`config.mk`:
```
export PLATFORM = sky130hd
export DESIGN_NAME = pc_gen_btb
export DESIGN_NICKNAME = d
export VERILOG_FILES = /design/src/rtl/pc_gen_btb.sv
export SDC_FILE = /design/constraint.sdc
export NUM_CORES = 2
export LEC_CHECK = 0
export ABC_CLOCK_PERIOD_IN_PS = 15300
export BUFFER_PORTS_ARGS = -buffer_cell sky130_fd_sc_hd__buf_4
export CAP_MARGIN = 20
export CORE_UTILIZATION = 55
export DETAILED_ROUTE_END_ITERATION = 6
export GPL_TIMING_DRIVEN = 0
export PLACE_DENSITY_LB_ADDON = 0.1
export SLEW_MARGIN = 20
export SYNTH_ARGS = -nofsm -noshare
export SYNTH_HDL_FRONTEND = slang
export SYNTH_SLANG_ARGS = --single-unit
```
`constraint.sdc`:
```
create_clock -name clk -period 15.3 [get_ports clk]
set_input_delay 1.53 -clock clk [delete_from_list [all_inputs] [get_ports clk]]
set_output_delay 1.53 -clock clk [all_outputs]
set_load 0.01 [all_outputs]
```
`src/rtl/pc_gen_btb.sv`:
```
// pc_gen_btb: fetch PC generator with a direct-mapped branch target buffer
module pc_gen_btb #(
  parameter int XLEN = 64,
  parameter int BTB_DEPTH = 16,
  parameter logic [XLEN-1:0] RESET_PC = '0
) (
  input  logic            clk,
  input  logic            rst,
  input  logic            switch_mode,
  input  logic [XLEN-1:0] pc_csr,
  input  logic            stall,
  input  logic            exe_valid,
  input  logic            exe_is_cf,
  input  logic            exe_taken,
  input  logic [XLEN-1:0] exe_pc,
  input  logic [XLEN-1:0] exe_target,
  input  logic            exe_pred_taken,
  input  logic [XLEN-1:0] exe_pred_target,
  output logic [XLEN-1:0] pc,
  output logic            pred_taken,
  output logic [XLEN-1:0] pred_target,
  output logic [XLEN-1:0] next_pc,
  output logic            flush
);
  localparam int IW = $clog2(BTB_DEPTH);
  localparam int TW = XLEN - IW - 2;
  logic [BTB_DEPTH-1:0] valid;
  logic [TW-1:0]        tag_q    [BTB_DEPTH];
  logic [XLEN-1:0]      target_q [BTB_DEPTH];
  logic [1:0]           ctr_q    [BTB_DEPTH];
  logic [IW-1:0]        ridx, widx;
  logic                 rhit, whit, mispredict, upd, wr_en, wr_valid;
  logic [XLEN-1:0]      pc_inc, redirect, wr_target;
  logic [1:0]           wr_ctr, cur_ctr;
  assign ridx        = pc[IW+1:2];
  assign rhit        = valid[ridx] && tag_q[ridx] == pc[XLEN-1:IW+2];
  assign pc_inc      = pc + XLEN'(4);
  assign pred_taken  = rhit && ctr_q[ridx][1];
  assign pred_target = rhit ? target_q[ridx] : pc_inc;
  assign widx        = exe_pc[IW+1:2];
  assign whit        = valid[widx] && tag_q[widx] == exe_pc[XLEN-1:IW+2];
  assign cur_ctr     = ctr_q[widx];
  assign mispredict  = exe_valid && (exe_is_cf
                         ? (exe_taken != exe_pred_taken || (exe_taken && exe_target != exe_pred_target))
                         : exe_pred_taken);
  assign redirect    = (exe_is_cf && exe_taken) ? exe_target : exe_pc + XLEN'(4);
  assign flush       = switch_mode || (!stall && mispredict);
  assign upd         = exe_valid && !stall && !switch_mode;
  // fetch PC selection, trap/xret first, then stall, redirect, prediction
  always_comb
    next_pc = switch_mode ? pc_csr : stall ? pc : mispredict ? redirect : pred_taken ? pred_target : pc_inc;
  // single-entry BTB write: train on a hit, allocate on a taken miss, drop aliased non-cf entries
  always_comb begin
    wr_en     = upd && (exe_is_cf ? (whit || exe_taken) : whit);
    wr_valid  = exe_is_cf;
    wr_target = (exe_is_cf && exe_taken) ? exe_target : target_q[widx];
    wr_ctr    = !exe_is_cf ? cur_ctr
              : !whit ? 2'b10
              : exe_taken ? (cur_ctr == 2'b11 ? cur_ctr : cur_ctr + 2'd1)
              : (cur_ctr == 2'b00 ? cur_ctr : cur_ctr - 2'd1);
  end
  // PC register and resettable BTB state
  always_ff @(posedge clk) begin
    if (rst) begin
      pc    <= RESET_PC;
      valid <= '0;
      for (int i = 0; i < BTB_DEPTH; i++) ctr_q[i] <= 2'b01;
    end else begin
      pc <= next_pc;
      if (wr_en) begin
        valid[widx] <= wr_valid;
        ctr_q[widx] <= wr_ctr;
      end
    end
  end
  // tag and target storage carries no reset; valid gates every use
  always_ff @(posedge clk) begin
    if (!rst && wr_en) begin
      tag_q[widx]    <= exe_pc[XLEN-1:IW+2];
      target_q[widx] <= wr_target;
    end
  end
endmodule

```
# == Yosys cells after proc, flatten, opt, wreduce, memory -nomap -nowiden ==
# Memories as Yosys holds them, arrays and structs flattened. A register that Yosys moved wholly into a read port is not among the register bits.
# Cells that the tools add are included.
# totals
mem_bits_rw,1984
regBits,80
mem_count,3
in_bits,264
word_cells,73
# memory_table
memory,words,width,rd,rd_ports_with_merged_regs,wr,line,text
target_q,16,64,1,1,1,29,logic [XLEN-1:0] target_q [BTB_DEPTH];
tag_q,16,58,2,1,1,28,logic [TW-1:0] tag_q [BTB_DEPTH];
ctr_q,16,2,2,1,16,30,logic [1:0] ctr_q [BTB_DEPTH];
# op_classes
n_lt_le_gt_ge,3
reduce_logical,21
eq_ne,6
muxes,34
n_addsub,4
# ops
cell,n
$mux 64,7
$add 64x3->64 const B,2
$eq 58x58->1,2
$ne 64x64->1,1
$bwmux 16,1
$mux 4,4
$mux 1,13
$logic_and 1x1->1,12
$mux 2,6
$lt 4x5->1 const B,2
$bmux 1 s4,2
$demux 1 s4,1
$ge 4x1->1 const B,1
$logic_not 1->1,3
$logic_or 1x1->1,3
$add 2x1->2 const B,1
$eq 2x2->1 const B,1
$logic_not 2->1,1
$reduce_and 2->1,1
$reduce_or 2->1,1
$sub 2x1->2 const B,1
$ne 1x1->1,1
$ne 1x1->1 const B,1

# == Logic depth before layout (Yosys ltp) ==
# logic_depth
word_depth,11
ltp_mapped,18

# == Worst setup path after synthesis ==
# No wires, ideal clock.
# synth_path
path_kind,input port to flip-flop
startpoint,in exe_pc[3]
endpoint,mem target_q[10][0] (enable)
setup_time_ps,565
cell_stages,15
path_slack_ps,5572
t_arrival_ps,9164
path_cell_list,buf_2 > buf_2 > clkbuf_1 > clkbuf_1 > mux4_2 > mux2i_1 > nor2_1 > a2111oi_0 > a21oi_1 > or4_1 > o31ai_2 > and2_1 > buf_6 > nand3_4 > nor3_1
# synth_via
elab_chain_len,10
word_cells_on_any_way,12
cone_classes,eq/ne: 1; mux: 5; reduce/logical: 5; memory: 1
# synth_lines
item,line,text
"start, declared",15,"input logic [XLEN-1:0] exe_pc,"
$mem_v2 16x58 / $bmux 1 s4 (equally long branches),-,
$eq 58x58->1 / $mux 1 (equally long branches),41,assign whit = valid[widx] && tag_q[widx] == exe_pc[XLEN-1:IW+2];
$logic_and 1x1->1,41,
$logic_or 1x1->1,54,wr_en = upd && (exe_is_cf ? (whit || exe_taken) : whit);
$mux 1,54,
$logic_and 1x1->1,54,
$logic_and 1x1->1,78,if (!rst && wr_en) begin
$mux 1,78,
$mux 1 (implied by the code),80,target_q[widx] <= wr_target;
$reduce_and 2->1 (no line),-,
"end, declared",29,
# Several ways; a longest one is shown, not always the timed one. The select of a mux whose other input is x is not followed.

# == Final worst setup path ==
# layout_path
startpoint,reg pc[4]
endpoint,out pred_target[11]
# layout_via
elab_chain_len,4
word_cells_on_any_way,5
cone_classes,add/sub: 1; mux: 3; reduce/logical: 1
# layout_lines
item,line,text
"start, declared",19,"output logic [XLEN-1:0] pc,"
"start signal, assigned",69,pc <= next_pc;
branches (longest 3 deep; another with $add 64x3->64),-,
$mux 64 *,39,assign pred_target = rhit ? target_q[ridx] : pc_inc;
"end, declared",21,"output logic [XLEN-1:0] pred_target,"
# Every way passes the cells marked *. The select of a mux whose other input is x is not followed.

==> metrics.txt <==
outcome finished with violations; failing checks DRC; cell area after synthesis 95600 um^2; global route total overflow 0; starting density of the core 55.5%; horizontal extent of the die between 400 and 500 um; Crit Path Class reg -> out; dominant combinational cell family by area after synthesis multiplexers; Worst Path Required approximately 14000 ps; Yosys cell types 87; area enclosed by the die boundary around 180000 um^2; global-route usage over all layers 51.1%; post-synthesis share of cell area spent on xor and xnor gates 2.35%; asr flop ratio synth 0%; slowest library cell on the worst path sky130_fd_sc_hd__mux2i_1; arithmetic-cell share of the synthesized area counting full adders, half adders and majority gates less than 1%; worst path cell trace clkbuf_1 > buf_2 > buf_2 > clkbuf_2 > mux2i_1 > xnor2_1 > nand4_1 > nor4_2 > and3_1 > nand3_1 > nor2_4 > buf_4 > mux2i_1 > buf_4; wire length of the first global-routing pass between 500000 and 600000 um; Synth Net Count between 5000 and 6000; Most used DFF post-synth sky130_fd_sc_hd__edfxtp_1; number of vias in the routed layout between 60000 and 70000; hold buffer count at cts 0; Post-Route Utilization 65.2%; num rows 152; sort of element at the end of the critical path output pin; total CTS buffers 206; number of clock sinks between 2000 and 2500; Fin. Hold Viols 0; placeable core region 172000 um^2; cell types occupying the most area after synthesis sky130_fd_sc_hd__edfxtp_1, sky130_fd_sc_hd__mux4_2, sky130_fd_sc_hd__mux2i_1; worst hold path stage count 2; worst rel slew slack between 8 and 9%; data arrival at the endpoint of the critical path about 9500 ps; Seq cells post-synth roughly 2100; total half-perimeter wirelength after legalization and detailed placement between 300000 and 400000 um; number of global-route vias before repair between 60000 and 70000; Post-synth EDFFs slightly below 2000; logic depth of the worst setup path including buffers 14; vertical die dimension ~420 um; met1 wire length around 140000 um; share of Yosys cell area claimed by the top area cell type ~62%; first-pass detailed-route iteration total 7; number of remaining DRC errors 3; reg2reg path depth 13; Post-Synthesis Cells ~5400; worst hold margin roughly 510 ps; Final Setup Violations 0; Cells after DPL ~8300; final cell count without fillers between 8000 and 9000; layout net count 6484; Worst path max stage delay approximately 950 ps; Final Max Tran Viols 0; cell type with the largest total area after synthesis sky130_fd_sc_hd__edfxtp_1; TritonCTS clock tree yes; power density of the placed cells approximately 120 nW/um^2; compound-cell area share of the yosys netlist under 10%; fraction of layout cells with a size suffix above 1 about 32%; cts repair resizes 0; FMAX 90.7 MHz; number of violations reported at the end of detailed-routing iteration 0 12641; critical path fanouts, max 10; final weighted congestion in routability-driven placement 1.08; multiplexer fraction of the synthesized cell area 22.3%; Post-CTS Setup Repair Bufs 0; Worst VDD drop ~0.00013 V; Clock transition at path regs ~70 ps; wire length on met2 ~200000 um; number of H-tree branching levels 4; Mean Syn Cell Area between 15 and 20 um^2; routed wire length roughly 450000 um; met3 WL post-DR about 62000 um; Final Cycle Share 72.0%; final worst clock skew 33.9 ps; leading cell types by count after synthesis sky130_fd_sc_hd__edfxtp_1, sky130_fd_sc_hd__mux4_2, sky130_fd_sc_hd__mux2i_1; Routed Antenna Nets 0; final worst path period need roughly 11000 ps; unrepaired setup endpoints after global routing no; mean routed wirelength per cell 51.2 um; Bufs on Longest Clock Path 3; maximum capacitance violations 0; number of antenna violations at the first check in global routing 45; sequential share of the synthesized area between 60% and 70%; DR vias/cell between 7 and 8; top-level port count around 460; count of input and output buffers 453; cell at the root of the clock tree sky130_fd_sc_hd__clkbuf_16; Hold WC Path Type reg -> reg; Syn-to-layout area delta 17.4%; worst skew pair latency approximately 900 ps; top-count cell post-synth sky130_fd_sc_hd__edfxtp_1; count of synthesis-stage warnings from yosys 0; LEAKAGE between 0.03 and 0.04 uW; simple-gate portion of the synthesized area roughly 4.6%; kind of start point of the critical path flip-flop; worst slew pin tran roughly 1300 ps; maximum number of pins on one net before global-route repair 24; setup TNS 0 ps; number of buffer and inverter instances along the worst setup path 6; highest metal layer with signal wires met5; Crit path max-delay family buffers and inverters
[logic make-up (layout without fill, tap and decap cells)]
group                      Yosys count  after routing
DFF                               2064           2064
muxes                             1139           1139
and+or+nand+nor                    863            863
AOI/OAI and AO/OA                  583            583
buffers and inverters              458           1479
xor gates and xnor gates           256            256
adders and majority gates            6              6
other                                0             35
[final cells by class]
cell class / count / area, um^2
antenna: 35 / 87.6
buffer: 394 / 2050
clock buffer: 255 / 5450
clock inverter: 128 / 1210
fill: 11706 / 59800
inverter: 64 / 240
multi-input combinational: 2847 / 32500
sequential: 2064 / 61200
tap: 2310 / 2890
timing repair buffer: 638 / 6670
[layer usage]
layer  up-vias  track usage (%)
li1      24092                -
met1     34036             59.5
met2      7026             74.9
met3      1755             16.9
met4        26             47.5
met5         -                0
[worst paths after layout]
| path | from | endpoint | slack (ps) |
|---|---|---|---|
| setup / recovery | pc[4]$_SDFF_PP0_ | pred_target[11] | 4280 |
| hold / removal | valid[0]$_SDFFE_PP0P_ | valid[0]$_SDFFE_PP0P_ | 510 |
| hold reg to reg | valid[0]$_SDFFE_PP0P_ | valid[0]$_SDFFE_PP0P_ | 510 |
| setup reg to reg | pc[4]$_SDFF_PP0_ | pc[29]$_SDFF_PP0_ | 7100 |
[placed cells by master, fill, tap and decap left out, types with 35 or more instances in the layout]
cell type                   instances
sky130_fd_sc_hd__a211oi_1          49
sky130_fd_sc_hd__a21oi_1          128
sky130_fd_sc_hd__a22oi_1           50
sky130_fd_sc_hd__and3_1            46
sky130_fd_sc_hd__buf_12            70
sky130_fd_sc_hd__buf_16            48
sky130_fd_sc_hd__buf_2            121
sky130_fd_sc_hd__buf_4            530
sky130_fd_sc_hd__buf_6             39
sky130_fd_sc_hd__clkbuf_1         196
sky130_fd_sc_hd__clkbuf_16        210
sky130_fd_sc_hd__clkbuf_2          36
sky130_fd_sc_hd__clkinv_1          57
sky130_fd_sc_hd__clkinv_2          37
sky130_fd_sc_hd__dfxtp_1           79
sky130_fd_sc_hd__diode_2           35
sky130_fd_sc_hd__edfxtp_1        1984
sky130_fd_sc_hd__inv_1             63
sky130_fd_sc_hd__mux2_2            70
sky130_fd_sc_hd__mux2i_1          279
sky130_fd_sc_hd__mux4_2           789
sky130_fd_sc_hd__nand2_1          180
sky130_fd_sc_hd__nand2b_1          47
sky130_fd_sc_hd__nand3_1           96
sky130_fd_sc_hd__nand4_1           68
sky130_fd_sc_hd__nor2_1           182
sky130_fd_sc_hd__nor3_1            41
sky130_fd_sc_hd__o21ai_0           69
sky130_fd_sc_hd__o22ai_1           36
sky130_fd_sc_hd__xnor2_1          176
sky130_fd_sc_hd__xor2_1            79
[through the flow]
stage	area, um^2	setup WS (ps)	power, uW
after floorplan	95600	5570	7140
after global placement	102000	-4630	8060
after detailed placement	105000	5210	8080
after CTS	112000	4980	13000
after global routing	112000	4650	13300
final	112000	4280	13200
[tightest hold or removal path, cell delays in order, from the launching register on]
cell and delay (ps):
sky130_fd_sc_hd__dfxtp_1 330, sky130_fd_sc_hd__nand2b_1 70, sky130_fd_sc_hd__mux2i_1 60
[registers in the layout, summed over array words and instances, names as in the netlist]
name	count
pc	64
ctr_q	32
tag_q	928
valid	16
target_q	1024
[where the power goes]
group / switching (uW) / internal (uW) / total [uW]
Sequential: 59.7 / 6200 / 6260
Clock: 2250 / 2860 / 5120
Combinational: 1220 / 587 / 1810
Note: power is estimated with default switching activity, not from simulation.
